[src/rtl/wb_arbiter_if.sv]
// wb_arbiter_if: write-back request/grant bundle between the result
// sources (master side) and the write-back arbiter (slave side).
interface wb_arbiter_if;
   logic [7:0]  req;            // one request bit per write-back source
   logic [39:0] req_rd;         // 5-bit destination register per source
   logic [2:0]  WriteDataCtrl;  // write-data mux select
   logic [4:0]  WriteReg;       // register-file destination
   logic        RegWrite;       // register-file write enable
   logic [7:0]  ack;            // one-hot completion pulse
   logic        busy;           // arbiter not idle

   modport master (
      output req, req_rd,
      input  WriteDataCtrl, WriteReg, RegWrite, ack, busy
   );

   modport slave (
      input  req, req_rd,
      output WriteDataCtrl, WriteReg, RegWrite, ack, busy
   );
endinterface

[src/rtl/wb_arbiter.sv]
// wb_arbiter: arbitrates eight write-back sources onto one register-file
// write port. Each transfer is a mux-settle cycle (SETUP) followed by the
// write cycle (WRITE). Arbitration policy is chosen by the macro
// WB_ARBITER_RR_EN: defined -> round-robin with a 3-bit pointer,
// undefined -> fixed priority, lowest index wins.
module wb_arbiter (
   input  logic        clk,
   input  logic        reset,
   wb_arbiter_if.slave bus
);

   localparam logic [1:0] ST_IDLE  = 2'd0;
   localparam logic [1:0] ST_SETUP = 2'd1;
   localparam logic [1:0] ST_WRITE = 2'd2;

   logic [1:0] state_q, state_d;
   logic [2:0] win_q,   win_d;
   logic [4:0] rd_q,    rd_d;

   logic [4:0] rd_src [8];
   logic [7:0] arb_req;
   logic [2:0] arb_start;
   logic       arb_found;
   logic [2:0] arb_idx;

   // Unpack the per-source destination registers.
   for (genvar i = 0; i < 8; i++) begin : g_rd
      assign rd_src[i] = bus.req_rd[5*i +: 5];
   end

   // At the end of WRITE the just-served source is excluded from the next
   // pick so a source holding req cannot win twice back to back.
   always_comb begin
      arb_req = bus.req;
      if (state_q == ST_WRITE) begin
         arb_req = bus.req & ~(8'b1 << win_q);
      end
   end

`ifdef WB_ARBITER_RR_EN
   logic [2:0] ptr_q, ptr_d;

   // Search start: the pointer, or winner+1 when chaining out of WRITE,
   // which is exactly the value the pointer takes on that same edge.
   always_comb begin
      arb_start = ptr_q;
      if (state_q == ST_WRITE) begin
         arb_start = win_q + 3'd1;
      end
   end

   // Pointer advances only on a completed WRITE; an aborted SETUP leaves it.
   always_comb begin
      ptr_d = ptr_q;
      if (state_q == ST_WRITE) begin
         ptr_d = win_q + 3'd1;
      end
   end

   // Round-robin pointer register.
   always_ff @(posedge clk) begin
      if (reset) begin
         ptr_q <= 3'd0;
      end else begin
         ptr_q <= ptr_d;
      end
   end
`else
   assign arb_start = 3'd0;
`endif

   // First requesting source found scanning upward from arb_start with
   // wrap; the loop runs from the far end so the nearest hit wins.
   always_comb begin
      logic [2:0] cand;
      cand      = 3'd0;
      arb_found = 1'b0;
      arb_idx   = 3'd0;
      for (int k = 7; k >= 0; k--) begin
         cand = arb_start + 3'(k);
         if (arb_req[cand]) begin
            arb_found = 1'b1;
            arb_idx   = cand;
         end
      end
   end

   // Transfer sequencing; rd is latched at grant so later req_rd changes
   // from the granted source have no effect.
   always_comb begin
      state_d = state_q;
      win_d   = win_q;
      rd_d    = rd_q;
      case (state_q)
         ST_IDLE: begin
            if (arb_found) begin
               state_d = ST_SETUP;
               win_d   = arb_idx;
               rd_d    = rd_src[arb_idx];
            end
         end
         ST_SETUP: begin
            // Requester withdrew during the settle cycle: drop the transfer.
            if (bus.req[win_q]) begin
               state_d = ST_WRITE;
            end else begin
               state_d = ST_IDLE;
            end
         end
         ST_WRITE: begin
            if (arb_found) begin
               state_d = ST_SETUP;
               win_d   = arb_idx;
               rd_d    = rd_src[arb_idx];
            end else begin
               state_d = ST_IDLE;
            end
         end
         default: state_d = ST_IDLE;
      endcase
   end

   // State and grant registers.
   always_ff @(posedge clk) begin
      if (reset) begin
         state_q <= ST_IDLE;
         win_q   <= 3'd0;
         rd_q    <= 5'd0;
      end else begin
         state_q <= state_d;
         win_q   <= win_d;
         rd_q    <= rd_d;
      end
   end

   // Outputs depend on state only; everything is zero while idle.
   always_comb begin
      bus.WriteDataCtrl = 3'd0;
      bus.WriteReg      = 5'd0;
      bus.RegWrite      = 1'b0;
      bus.ack           = 8'd0;
      bus.busy          = (state_q != ST_IDLE);
      if (state_q == ST_SETUP || state_q == ST_WRITE) begin
         bus.WriteDataCtrl = win_q;
         bus.WriteReg      = rd_q;
      end
      if (state_q == ST_WRITE) begin
         // Register 0 is hardwired; the transfer completes without a write.
         bus.RegWrite = (rd_q != 5'd0);
         bus.ack      = 8'b1 << win_q;
      end
   end

endmodule

[src/flat_wrapper.sv]
// flat-port wrapper written by rule: the top's interface ports become plain ports
module wb_arbiter_flat 
  (clk, reset, bus_req, bus_req_rd, bus_WriteDataCtrl, bus_WriteReg, bus_RegWrite, bus_ack, bus_busy);
  wb_arbiter_if bus_i ();
  input  logic clk;
  input  logic reset;
  input wire logic [$bits(bus_i.req)-1:0] bus_req;
  input wire logic [$bits(bus_i.req_rd)-1:0] bus_req_rd;
  output wire logic [$bits(bus_i.WriteDataCtrl)-1:0] bus_WriteDataCtrl;
  output wire logic [$bits(bus_i.WriteReg)-1:0] bus_WriteReg;
  output wire logic [$bits(bus_i.RegWrite)-1:0] bus_RegWrite;
  output wire logic [$bits(bus_i.ack)-1:0] bus_ack;
  output wire logic [$bits(bus_i.busy)-1:0] bus_busy;
  assign bus_i.req = bus_req;
  assign bus_i.req_rd = bus_req_rd;
  assign bus_WriteDataCtrl = bus_i.WriteDataCtrl;
  assign bus_WriteReg = bus_i.WriteReg;
  assign bus_RegWrite = bus_i.RegWrite;
  assign bus_ack = bus_i.ack;
  assign bus_busy = bus_i.busy;
  wb_arbiter u_core (.clk(clk), .reset(reset), .bus(bus_i));
endmodule
[config.mk]
export PLATFORM = sky130hd
export DESIGN_NAME = wb_arbiter_flat
export DESIGN_NICKNAME = d
export VERILOG_FILES = /design/src/rtl/wb_arbiter_if.sv /design/src/rtl/wb_arbiter.sv /design/src/flat_wrapper.sv
export SDC_FILE = /design/constraint.sdc
export NUM_CORES = 1
export LEC_CHECK = 0
export BUFFER_PORTS_ARGS = -buffer_cell sky130_fd_sc_hd__buf_2
export CAP_MARGIN = 40
export CORE_MARGIN = 5
export CORE_UTILIZATION = 51
export DETAILED_ROUTE_END_ITERATION = 10
export GPL_ROUTABILITY_DRIVEN = 1
export PLACE_DENSITY = 0.87
export RECOVER_POWER = 50
export SLEW_MARGIN = 10
export SYNTH_ARGS = -nofsm -noshare
export SYNTH_HDL_FRONTEND = slang
export SYNTH_SLANG_ARGS = --single-unit
[constraint.sdc]
create_clock -name clk -period 7.2 [get_ports clk]
set_input_delay 0.72 -clock clk [delete_from_list [all_inputs] [get_ports clk]]
set_output_delay 0.72 -clock clk [all_outputs]
set_load 0.02 [all_outputs]
==> results.txt <==
Initial Util -> 0.525
Worst-Skew Late Latency -> 270 ps
clk_skew -> 7.83 ps
site row count -> 19
largest net degree at the start of global routing -> 18
share of cells above drive strength 1 -> 0.299
Cell Area, Synth -> 1440 um2
Worst setup SP type -> register
Critical Path AT -> 3250 ps
RSZ-0062 raised after global routing -> false
average cell area after synthesis -> 7.32 um2
CTS buffer count -> 3
Final WS setup -> 4130 ps
Max Freq -> 325 MHz
Worst EP required -> 7370 ps
setup tns final -> 0 ps
Syn Nets -> 250
nets@finish -> 309
Routability Congestion -> 0.970
Fillers -> 266
register area -> 200 um2
GRT Residual Overflow -> 0
Die ar. -> 3970 um2
Critical Path End Type -> register
power per cell area -> 140 nW/um2
Post-Syn Instances -> 196
# Post-CTS Setup Buffers -> 0
sequential share of the synthesized area -> 0.139
Worst Max-Slew Pin Slew -> 838 ps
Worst-path clk slew -> 70 ps
Tot GR Track Use -> 0.220
top cell type's share of synthesized area -> 0.139
slew margin rel. -> 0.442
Synth area leaders -> dfxtp_1 14%, a211oi_1 6.3%, nor3_1 5.2%, nor2_1 4.7%, and2_1 4.4%
kind of critical path -> register to register
hold_ws -> 564 ps
Ys Warns -> 0
Max H-tree Level -> 1
MaxCap Viol Count -> 0
hold bufs inserted after CTS -> 0
worst slack, placed -> 4150 ps
# IOs -> 68
First-pass DRT Iterations -> 5
DR WL/cell -> 15.4 um
initial antenna violation count -> 0
antenna cells -> 0
Clock Tree Buf Depth -> 2
vias in the first global route -> 1,686
EDFF count, synth -> 0
area of the multi-input gates -> 1110 um2
TritonCTS clock tree -> built
critical-path maximum fanout -> 13
FF+latch count, synth -> 10
area grow syn2layout -> 24.2%
vias after detailed routing -> 1,754
worst hold path class -> register to register
FFs w/ async S/R, synth -> 0
cell taking the most area after synthesis -> dfxtp_1
die height -> 63.0 um
post_cts resized -> 0
Core Area -> 2730 um2
Final ANT Viol Nets -> 0
DP HPWL -> 3580 um
drt drc -> 0
final WL -> 4400 um
Static Leak -> 0.749 nW
die width -> 63.0 um
IO buf count -> 67
Netlist cell types -> 49
maximum VDD drop -> 0.190 mV
dominant synthesized flop cell -> dfxtp_1
Sinks on Clock Net -> 10
Hold Vio Cnt, Final -> 0
Via density -> 6.15
clock root cell -> clkbuf_4
Final min period -> 3070 ps
period utilisation layout -> 0.427
Final setup viols -> 0
initial DRC count -> 98
final slew viol count -> 0
status -> finished, final reports clean
global-route wire length before repair -> 7390 um
flip-flops by register name (all words and copies together) (netlist names):
signal	cells
u_core.rd_q	5
u_core.state_q	2
u_core.win_q	3
power breakdown:
group	switching, mW	leakage, nW	total, mW	internal (mW)
combinational	0.0677	0.645	0.121	0.0531
sequential	0.0126	0.0830	0.0774	0.0648
clock	0.0202	0.0210	0.0509	0.0307
synth_stat cells, drive strengths merged, types with 2 or more instances:
| master | instances |
|---|---|
| a2111oi | 4 |
| a211oi | 12 |
| a21o | 2 |
| a21oi | 4 |
| a311oi | 4 |
| a31oi | 4 |
| and2 | 10 |
| and3b | 2 |
| buf | 9 |
| clkbuf | 7 |
| dfxtp | 10 |
| ha | 4 |
| inv | 15 |
| mux2 | 3 |
| mux2i | 3 |
| mux4 | 2 |
| nand2 | 4 |
| nand2b | 5 |
| nand3 | 2 |
| nand3b | 2 |
| nor2 | 18 |
| nor3 | 15 |
| nor3b | 7 |
| nor4 | 5 |
| nor4b | 4 |
| o211ai | 3 |
| o21a | 4 |
| o21ai | 8 |
| o22a | 3 |
| o22ai | 2 |
| o41ai | 2 |
| or2 | 2 |
through the flow:
step                      instance area [um2]   util  cells  total power, mW
after detailed placement                 1760  0.643    281            0.200
after CTS                                1790  0.656    285            0.249
after global routing                     1780  0.652    285            0.267
final                                    1780  0.652    285            0.249
after global placement                   1750  0.638    279            0.196
after floorplan                          1440      -    196            0.161
worst max-delay path, cell delays in order, from the launching register on:
cell	delay (ps)
dfxtp_1	340
inv_1	90
ha_1	400
or3b_1	490
o22a_1	390
o41a_1	600
nor3b_2	300
a2111oi_0	120
a211oi_1	250
path summary, 6_finish.rpt:
| path | startpoint | endpoint | cells past startpoint | slack [ps] |
|---|---|---|---|---|
| worst max-delay path | u_core.state_q[0] | u_core.rd_q[2] | 8 | 4130 |
| worst min-delay path | u_core.state_q[1] | u_core.state_q[1] | 2 | 560 |
| worst min register to register | u_core.state_q[1] | u_core.state_q[1] | 2 | 560 |
| worst max register to register | u_core.state_q[0] | u_core.rd_q[2] | 8 | 4130 |
kinds of logic after synthesis:
group           synth area share
simple gates               0.353
compound gates             0.308
buf+inv                   0.0889
flops                      0.139
mux                       0.0758
fa+ha+maj                 0.0349
final cells by class:
| cell class | instances | area share |
|---|---|---|
| flip-flops and latches | 10 | 0.112 |
| repair buffers | 70 | 0.192 |
| multi-input cells | 155 | 0.621 |
| clock buffers | 4 | 0.0204 |
| inverters | 15 | 0.0316 |
| well taps | 31 | 0.0218 |
per-layer routing:
metal | vias to the layer above | global-route usage | wire length [um]
li1 | 874 | - | -
met1 | 774 | 0.280 | 1810
met2 | 92 | 0.368 | 2160
met3 | 14 | 0.0504 | 348
met4 | 0 | 0.0557 | 89
met5 | - | 0 | 0
layout by cell type (no fill, tap or decap), types with 5 or more instances in the layout:
cell       n
buf_2     58
nor3_1    15
nand2b_1   5
o21ai_0    8
dfxtp_1   10
inv_1     15
clkbuf_1  10
and2_1     6
nor2_1    18
a211oi_1  12
nor4_1     5
Power figures use the tool's default switching activity.
